===== config.mk =====
export PLATFORM = sky130hd
export DESIGN_NAME = rn_prf_busytable
export DESIGN_NICKNAME = d
export VERILOG_FILES = /design/src/rtl/rn_prf_busytable.sv
export SDC_FILE = /design/constraint.sdc
export NUM_CORES = 1
export LEC_CHECK = 0
export ABC_CLOCK_PERIOD_IN_PS = 4000
export CAP_MARGIN = 25
export CORE_UTILIZATION = 49
export DETAILED_ROUTE_END_ITERATION = 10
export PLACE_DENSITY = 0.72
export SYNTH_ARGS = -nofsm -noshare
export SYNTH_HDL_FRONTEND = slang
export SYNTH_SLANG_ARGS = --single-unit

===== constraint.sdc =====
create_clock -name clk -period 4 [get_ports clk]
set_input_delay 0.8 -clock clk [delete_from_list [all_inputs] [get_ports clk]]
set_output_delay 0.8 -clock clk [all_outputs]
set_load 0.01 [all_outputs]

===== src/rtl/rn_prf_busytable.sv =====
// Rename-stage physical register busy table: per-cycle set/clear, read-port
// writeback bypass, and snapshot slots for branch-mispredict recovery.

module rn_prf_busytable_rdport #(
  parameter int NPRF   = 64,
  parameter int AW     = 6,
  parameter int BYPASS = 1
) (
  input  logic [NPRF-1:0] busy,
  input  logic [NPRF-1:0] clr,
  input  logic [AW-1:0]   prs,
  output logic            rd_busy
);
  localparam logic BYP = (BYPASS != 0);

  // Same-cycle allocations are deliberately invisible; rename resolves them.
  assign rd_busy = busy[prs] & ~(BYP & clr[prs]);
endmodule

module rn_prf_busytable #(
  parameter int CONFIG_P_ISSUE_WIDTH = 1,
  parameter int CONFIG_PRF_AW        = 6,
  parameter int CONFIG_P_WB_WIDTH    = 1,
  parameter int CONFIG_P_CKPT        = 2,
  parameter int CONFIG_BYPASS        = 1,
  localparam int IW   = 1 << CONFIG_P_ISSUE_WIDTH,
  localparam int AW   = CONFIG_PRF_AW,
  localparam int NPRF = 1 << CONFIG_PRF_AW,
  localparam int NWB  = 1 << CONFIG_P_WB_WIDTH,
  localparam int NCK  = 1 << CONFIG_P_CKPT,
  localparam int NRD  = 2 * IW
) (
  input  logic                              clk,
  input  logic                              rst,
  input  logic [IW-1:0][AW-1:0]             alloc_prd,
  input  logic [IW-1:0]                     alloc_we,
  input  logic [NWB-1:0][AW-1:0]            wb_prd,
  input  logic [NWB-1:0]                    wb_we,
  input  logic [NRD-1:0][AW-1:0]            rd_prs,
  output logic [NRD-1:0]                    rd_busy,
  input  logic                              ckpt_we,
  input  logic [CONFIG_P_CKPT-1:0]          ckpt_id,
  input  logic                              rec_valid,
  input  logic [CONFIG_P_CKPT-1:0]          rec_id,
  output logic [NPRF-1:0]                   busytable
);

  logic [NPRF-1:0]           set_vec, clr_vec, nrm_next;
  logic [NPRF-1:0]           busy_d, busy_q;
  logic [NCK-1:0][NPRF-1:0]  ckpt_d, ckpt_q;

  always_comb begin
    set_vec = '0;
    clr_vec = '0;
    for (int k = 0; k < IW; k++)
      if (alloc_we[k]) set_vec[alloc_prd[k]] = 1'b1;
    for (int j = 0; j < NWB; j++)
      if (wb_we[j]) clr_vec[wb_prd[j]] = 1'b1;
  end

  // Snapshots keep absorbing writebacks so a restore never resurrects a
  // register that has already completed.
  always_comb begin
    nrm_next    = (busy_q & ~clr_vec) | set_vec;
    nrm_next[0] = 1'b0;
    busy_d      = rec_valid ? (ckpt_q[rec_id] & ~clr_vec) : nrm_next;
    busy_d[0]   = 1'b0;
    for (int i = 0; i < NCK; i++) begin
      if (!rec_valid && ckpt_we && ckpt_id == CONFIG_P_CKPT'(i))
        ckpt_d[i] = nrm_next;
      else
        ckpt_d[i] = ckpt_q[i] & ~clr_vec;
      ckpt_d[i][0] = 1'b0;
    end
  end

  always_ff @(posedge clk or negedge rst) begin
    if (!rst) begin
      busy_q <= '0;
      ckpt_q <= '0;
    end else begin
      busy_q <= busy_d;
      ckpt_q <= ckpt_d;
    end
  end

  for (genvar n = 0; n < NRD; n++) begin : g_rd
    rn_prf_busytable_rdport #(
      .NPRF   (NPRF),
      .AW     (AW),
      .BYPASS (CONFIG_BYPASS)
    ) u_rd (
      .busy    (busy_q),
      .clr     (clr_vec),
      .prs     (rd_prs[n]),
      .rd_busy (rd_busy[n])
    );
  end

  assign busytable = busy_q;

endmodule

# After elaboration in Yosys (flattened, before gate mapping)
# Index checks and enable logic that the tools add are counted.
[totals]
ff_bits = 315
inputBits = 60
out_inout_bits = 68
word_cells = 85
[op_classes]
order_cmp = 13
n_eq_ne = 3
mux = 35
bitwise_logic = 18
n_reduce_logical = 11
[op_table]
columns = ["cell", "count"]
rows = [
  ["64-bit 2-to-1 mux", 10],
  ["64-bit AND", 6],
  ["64-bit OR", 3],
  ["64-bit binary-select mux with 2-bit select", 1],
  ["64-bit NOT", 1],
  ["6-bit by 7-bit < comparator with 1-bit output, second input constant", 8],
  ["1-bit binary-select mux with 6-bit select", 8],
  ["1-bit demux with 6-bit select", 4],
  ["6-bit by 1-bit >= comparator with 1-bit output, second input constant", 4],
  ["1-bit 2-to-1 mux", 12],
  ["1-bit logical AND", 9],
  ["1-bit AND", 4],
  ["2-bit equality test, second input constant", 2],
  ["1-bit NOT", 4],
  ["2-bit by 3-bit < comparator with 1-bit output, second input constant", 1],
  ["2-bit by 1-bit equality test with 1-bit output, second input constant", 1],
  ["2-bit logical NOT", 1],
  ["1-bit logical NOT", 1],
]

# Longest topological paths before layout
[logic_depth]
depth_word = 11
ltp_mapped = 11
ltp_nobuf = 7

# Modules after synthesis
# A second synthesis with hierarchy kept.
[hier_totals]
cells_unflattened = 2143
area_unflattened_um2 = 20659.8
[by_module_without_submodules]
columns = ["module", "n_inst", "cells_each", "area_each_um2", "seq_area_each_um2"]
rows = [
  ["rn_prf_busytable", 1, 1539, 16846.2, 7882.6],
  ["rn_prf_busytable_rdport", 4, 151, 953.4, 0.0],
]

# Least setup slack after synthesis
# Ideal clock, no wire load.
[synth_timing]
kind = "input port to output port"
startpoint = "input rd_prs[0] (netlist name)"
endpoint = "output rd_busy[0]"
t_arrival_ns = 2.856
t_required_ns = 3.200
path_slack_ns = 0.344
path_stages = 9
path_cell_list = "buf_2 -> buf_6 -> mux4_2 -> mux4_2 -> mux2_2 -> nand2_1 -> a41oi_2 -> a221o_1 -> buf_4"
[synth_between]
elab_chain_len = 4
elab_cells_between_ends = 6
[synth_rtl]
columns = ["item", "line_no", "rtl"]
rows = [
  ["start: declaration", "39", "input logic [NRD-1:0][AW-1:0] rd_prs,"],
  ["1-bit binary-select mux with 6-bit select", "17", "assign rd_busy = busy[prs] & ~(BYP & clr[prs]);"],
  ["1-bit 2-to-1 mux (implied by the code)", "17", ""],
  ["1-bit NOT", "17", ""],
  ["1-bit AND *", "17", ""],
  ["end: declaration", "40", "output logic [NRD-1:0] rd_busy,"],
]
# Every way passes the cells marked *; elsewhere a longest branch is shown, timed or not. The select of a mux whose other input is x is not followed.

# Worst setup path in the final report
[layout_timing]
startpoint = "input wb_prd[7] (netlist name)"
endpoint = "output rd_busy[3]"
[layout_between]
elab_chain_len = 10
elab_cells_between_ends = 11
[layout_rtl]
columns = ["item", "line_no", "rtl"]
rows = [
  ["start: declaration", "37", "input logic [NWB-1:0][AW-1:0] wb_prd,"],
  ["6-bit by 7-bit < comparator with 1-bit output (implied by the code) or 6-bit by 1-bit >= comparator with 1-bit output (tied branches)", "58", "if (wb_we[j]) clr_vec[wb_prd[j]] = 1'b1;"],
  ["1-bit logical AND (implied by the code)", "58", ""],
  ["1-bit 2-to-1 mux (implied by the code)", "58", ""],
  ["1-bit demux with 6-bit select *", "58", ""],
  ["64-bit OR (no source line) *", "n/a", ""],
  ["64-bit 2-to-1 mux *", "58", ""],
  ["1-bit binary-select mux with 6-bit select *", "17", ""],
  ["1-bit 2-to-1 mux (implied by the code) *", "17", ""],
  ["1-bit NOT *", "17", ""],
  ["1-bit AND *", "17", ""],
]
# Marked as above.

==> results_dict.tcl <==
set metrics [dict create \
    overflow 0 \
    antenna_cells 0 \
    clock_tree.htree_level_count 2 \
    cellInternalPower_w 0.00659 \
    die_span_in_x_um 203 \
    synth.avg_cell_area_um2 10.4 \
    timing.fmax_mhz 250 \
    p_clk_share_pct 35.0 \
    ff_latch_area_um2 7880 \
    grt.total_usage_pct 41.3 \
    worstSetupStartpointType "primary input" \
    drt_pre_antenna_iters 7 \
    n_fill_cell 3228 \
    switching_share_pct 31.0 \
    static_leak_nw 10.7 \
    fp-row-count 73 \
    portBuffers 126 \
    crit_fanout 6 \
    switching_power_w 0.00296 \
    clock-root-buffer "clkbuf_16" \
    top_layer "met5" \
    cts_buffers 36 \
    tritoncts "built" \
    met3RoutedLength_um 10200 \
    place_inst 2806 \
    finalWirelength_um 84200 \
    cts.reportedPaths.clkPinSlew_ns 0.05 \
    outcome "complete, but fails checks" \
    cts_buffer_depth 3 \
    timing_worst_slew_pin_value_ns 1.08 \
    failed_checks "setup timing" \
    m1WireLength_um 32700 \
    postLayoutSetupSlackWorst_ns -0.00667 \
    synth_area_leaders "dfrtp_1 (40%), mux4_2 (17%), nand3_1 (8.5%), o21ai_0 (8.2%), a222oi_1 (3.3%)" \
    proportion_of_layout_cells_with_a_drive_suffix_above_1_pct 32.4 \
    post_route_ant_nets 0 \
    worstSkewPairLatency_ns 0.58 \
    die_area_um2 41200 \
    finalNonFillerCells 2882 \
    area_taken_by_multi_input_logic_gates_um2 11300 \
    timing.rr.start "busytable[3]$_DFF_PN0_" \
    dp_hpwl_um 61600 \
    arrival_ns 3.21 \
    synthesis.nets 1971 \
    period_needed_ns 4.01 \
    global_route_wire_length_before_repair_um 126000 \
    synth.yosys.seq_area_share_pct 39.8 \
    antenna_found_initial 0 \
    post_synth_instance_area_um2 19800 \
    number_of_max_slew_violations_in_the_final_report 0 \
    worst-r2r-setup-slack_ns 2.23 \
    sequentialPowerShare_pct 41.6 \
    synthToLayoutAreaGrowth_pct 31.9 \
    gp_routability_congestion 1.06 \
    final.setup_skew_ns 0.0183 \
    core_area_um2 39800 \
    grt_pass1_vias 19700 \
    rr_endpoint "ckpt_q[131]$_DFF_PN0_" \
    slew_headroom_pct 27.8 \
    floorplan.initialDensity_pct 49.8 \
    dr.first_iter.drc_count 2966 \
    rr_worst_depth 2 \
    floorplan.io_pins 128 \
    worst_setup_ep_type "output pin" \
    criticalPathCategory "in2out" \
    setup_viol_count_final 1 \
    finalHoldViolations 0 \
    dieHeight_um 203 \
    period_share_pct 100 \
    detailed_route_drc_error_count 0 \
    netlist_instances 1911 \
    grt_start_max_net_pins 112 \
    final_cell_mix "buf_4 (386), nand3_1 (338), o21ai_0 (322)" \
    power_per_cell_area_nw_per_um2 365 \
    power.share.combinational_pct 23.4 \
    detailroute.via_count 20200 \
    maximum_vdd_drop_uv 416 \
    wl_per_cell_um 29.2 \
    synth-seq-cells 315 \
    synth.yosys.warnings 0 \
    met2RoutedLength_um 36400 \
    count_of_flip_flops_with_a_built_in_enable_after_synthesis 0 \
    finalNetCount 2390 \
    cap_viol_max_count 0 \
    yosysTopAreaCellShare_pct 39.8 \
    clock-sinks 315 \
    final_common_cell "buf_4" \
    asyncSetResetFlopFracSynth_pct 100 \
    yosys.area.top_type "dfrtp_1" \
    min-delay-path-class "in2async" \
    setup_total_negative_slack_ns -0.00667 \
    route.detailed.vias_per_inst 7.00 \
    leading_register_cell_type_out_of_synthesis "dfrtp_1" \
    worstPathRequired_ns 3.20 \
    synthDistinctLibCells 83 \
]
[cell type report]
| type | instances | area share (%) |
|---|---|---|
| Sequential cell | 315 | 30.2 |
| Clock inverter | 14 | 0.608 |
| Inverter | 33 | 0.474 |
| Timing Repair Buffer | 563 | 19.0 |
| Clock buffer | 51 | 3.97 |
| Tap cell | 525 | 2.51 |
| Multi-Input combinational cell | 1381 | 43.3 |
[routing by layer]
| metal | GRT usage [%] | vias up |
|---|---|---|
| met5 | 0.833 | - |
| met4 | 21.4 | 2 |
| met3 | 9.53 | 282 |
| met2 | 59.6 | 1455 |
| met1 | 58.0 | 9961 |
| li1 | - | 8475 |
[power groups by stage]
stage	clock network [W]	logic, W	registers [W]
2_1_floorplan	0	0.00115	0.00389
3_3_place_gp	0	0.00210	0.00397
3_5_place_dp	0	0.00216	0.00400
4_1_cts	0.00338	0.00218	0.00395
5_1_grt	0.00351	0.00239	0.00400
6_report	0.00335	0.00223	0.00397
[state kept, by name (all words and copies together), names as in the netlist]
| signal | flops |
|---|---|
| ckpt_q | 252 |
| busytable | 63 |
[logic make-up after synthesis]
family / Yosys count / share of synthesized area (%)
muxes: 175 / 18.6
AOI/OAI and AO/OA: 626 / 20.6
and+or+nand+nor: 579 / 16.2
other: 1 / 0.0189
DFF: 315 / 39.8
buffers and inverters: 215 / 4.78
[worst max-delay path, cell delays in order]
cell,delay [ns]
buf_2,0.12
buf_4,0.14
buf_4,0.16
and4b_2,0.28
buf_4,0.16
a22oi_1,0.49
a221oi_1,0.16
mux2_2,0.30
o22ai_1,0.13
a311o_1,0.29
buf_2,0.17
[worst max-delay path by stage]
stage                   start  cells past startpoint          to  slack, ns
floorplan           rd_prs[0]                      9  rd_busy[0]       0.34
global placement    wb_prd[1]                      9  rd_busy[2]      -1.21
detailed placement  wb_prd[6]                     10  rd_busy[2]      -1.28
CTS                  wb_we[1]                     10  rd_busy[0]     -0.003
global route        wb_prd[2]                     13  rd_busy[1]      -0.01
finish              wb_prd[7]                     11  rd_busy[3]     -0.007
[cells in the mapped netlist (12+ instances only)]
master,count
mux2i_1,14
buf_2,23
mux4_2,153
nor3b_1,14
dfrtp_1,315
o22ai_1,64
buf_4,12
a22oi_1,45
nor2b_1,13
inv_1,28
buf_1,18
nand3_1,338
nor2_1,57
a222oi_1,65
nor3_1,15
nand2b_1,14
nand2_1,41
clkbuf_1,118
o21ai_0,324
a21oi_1,21
[through the flow]
stage / total power [W] / setup slack (ns) / hold slack (ns) / area (um2) / utilization [%]
floorplan: 0.00505 / 0.344 / 0.463 / 19800 / -
global placement: 0.00607 / -1.21 / 0.476 / 24500 / 61.6
detailed placement: 0.00616 / -1.28 / 0.487 / 24500 / 61.6
CTS: 0.00951 / -0.00253 / 0.338 / 26000 / 65.2
global route: 0.00990 / -0.0112 / 0.395 / 26100 / 65.6
finish: 0.00955 / -0.00667 / 0.277 / 26100 / 65.6
[timing repair]
item,4_1_cts,5_1_grt
hold buffers,0,0
endpoints found under the setup margin,4,4
pin swaps,15,16
buffers inserted,7,4
gates resized for setup,129,35
No activity file was read; power rests on OpenSTA's default activity.
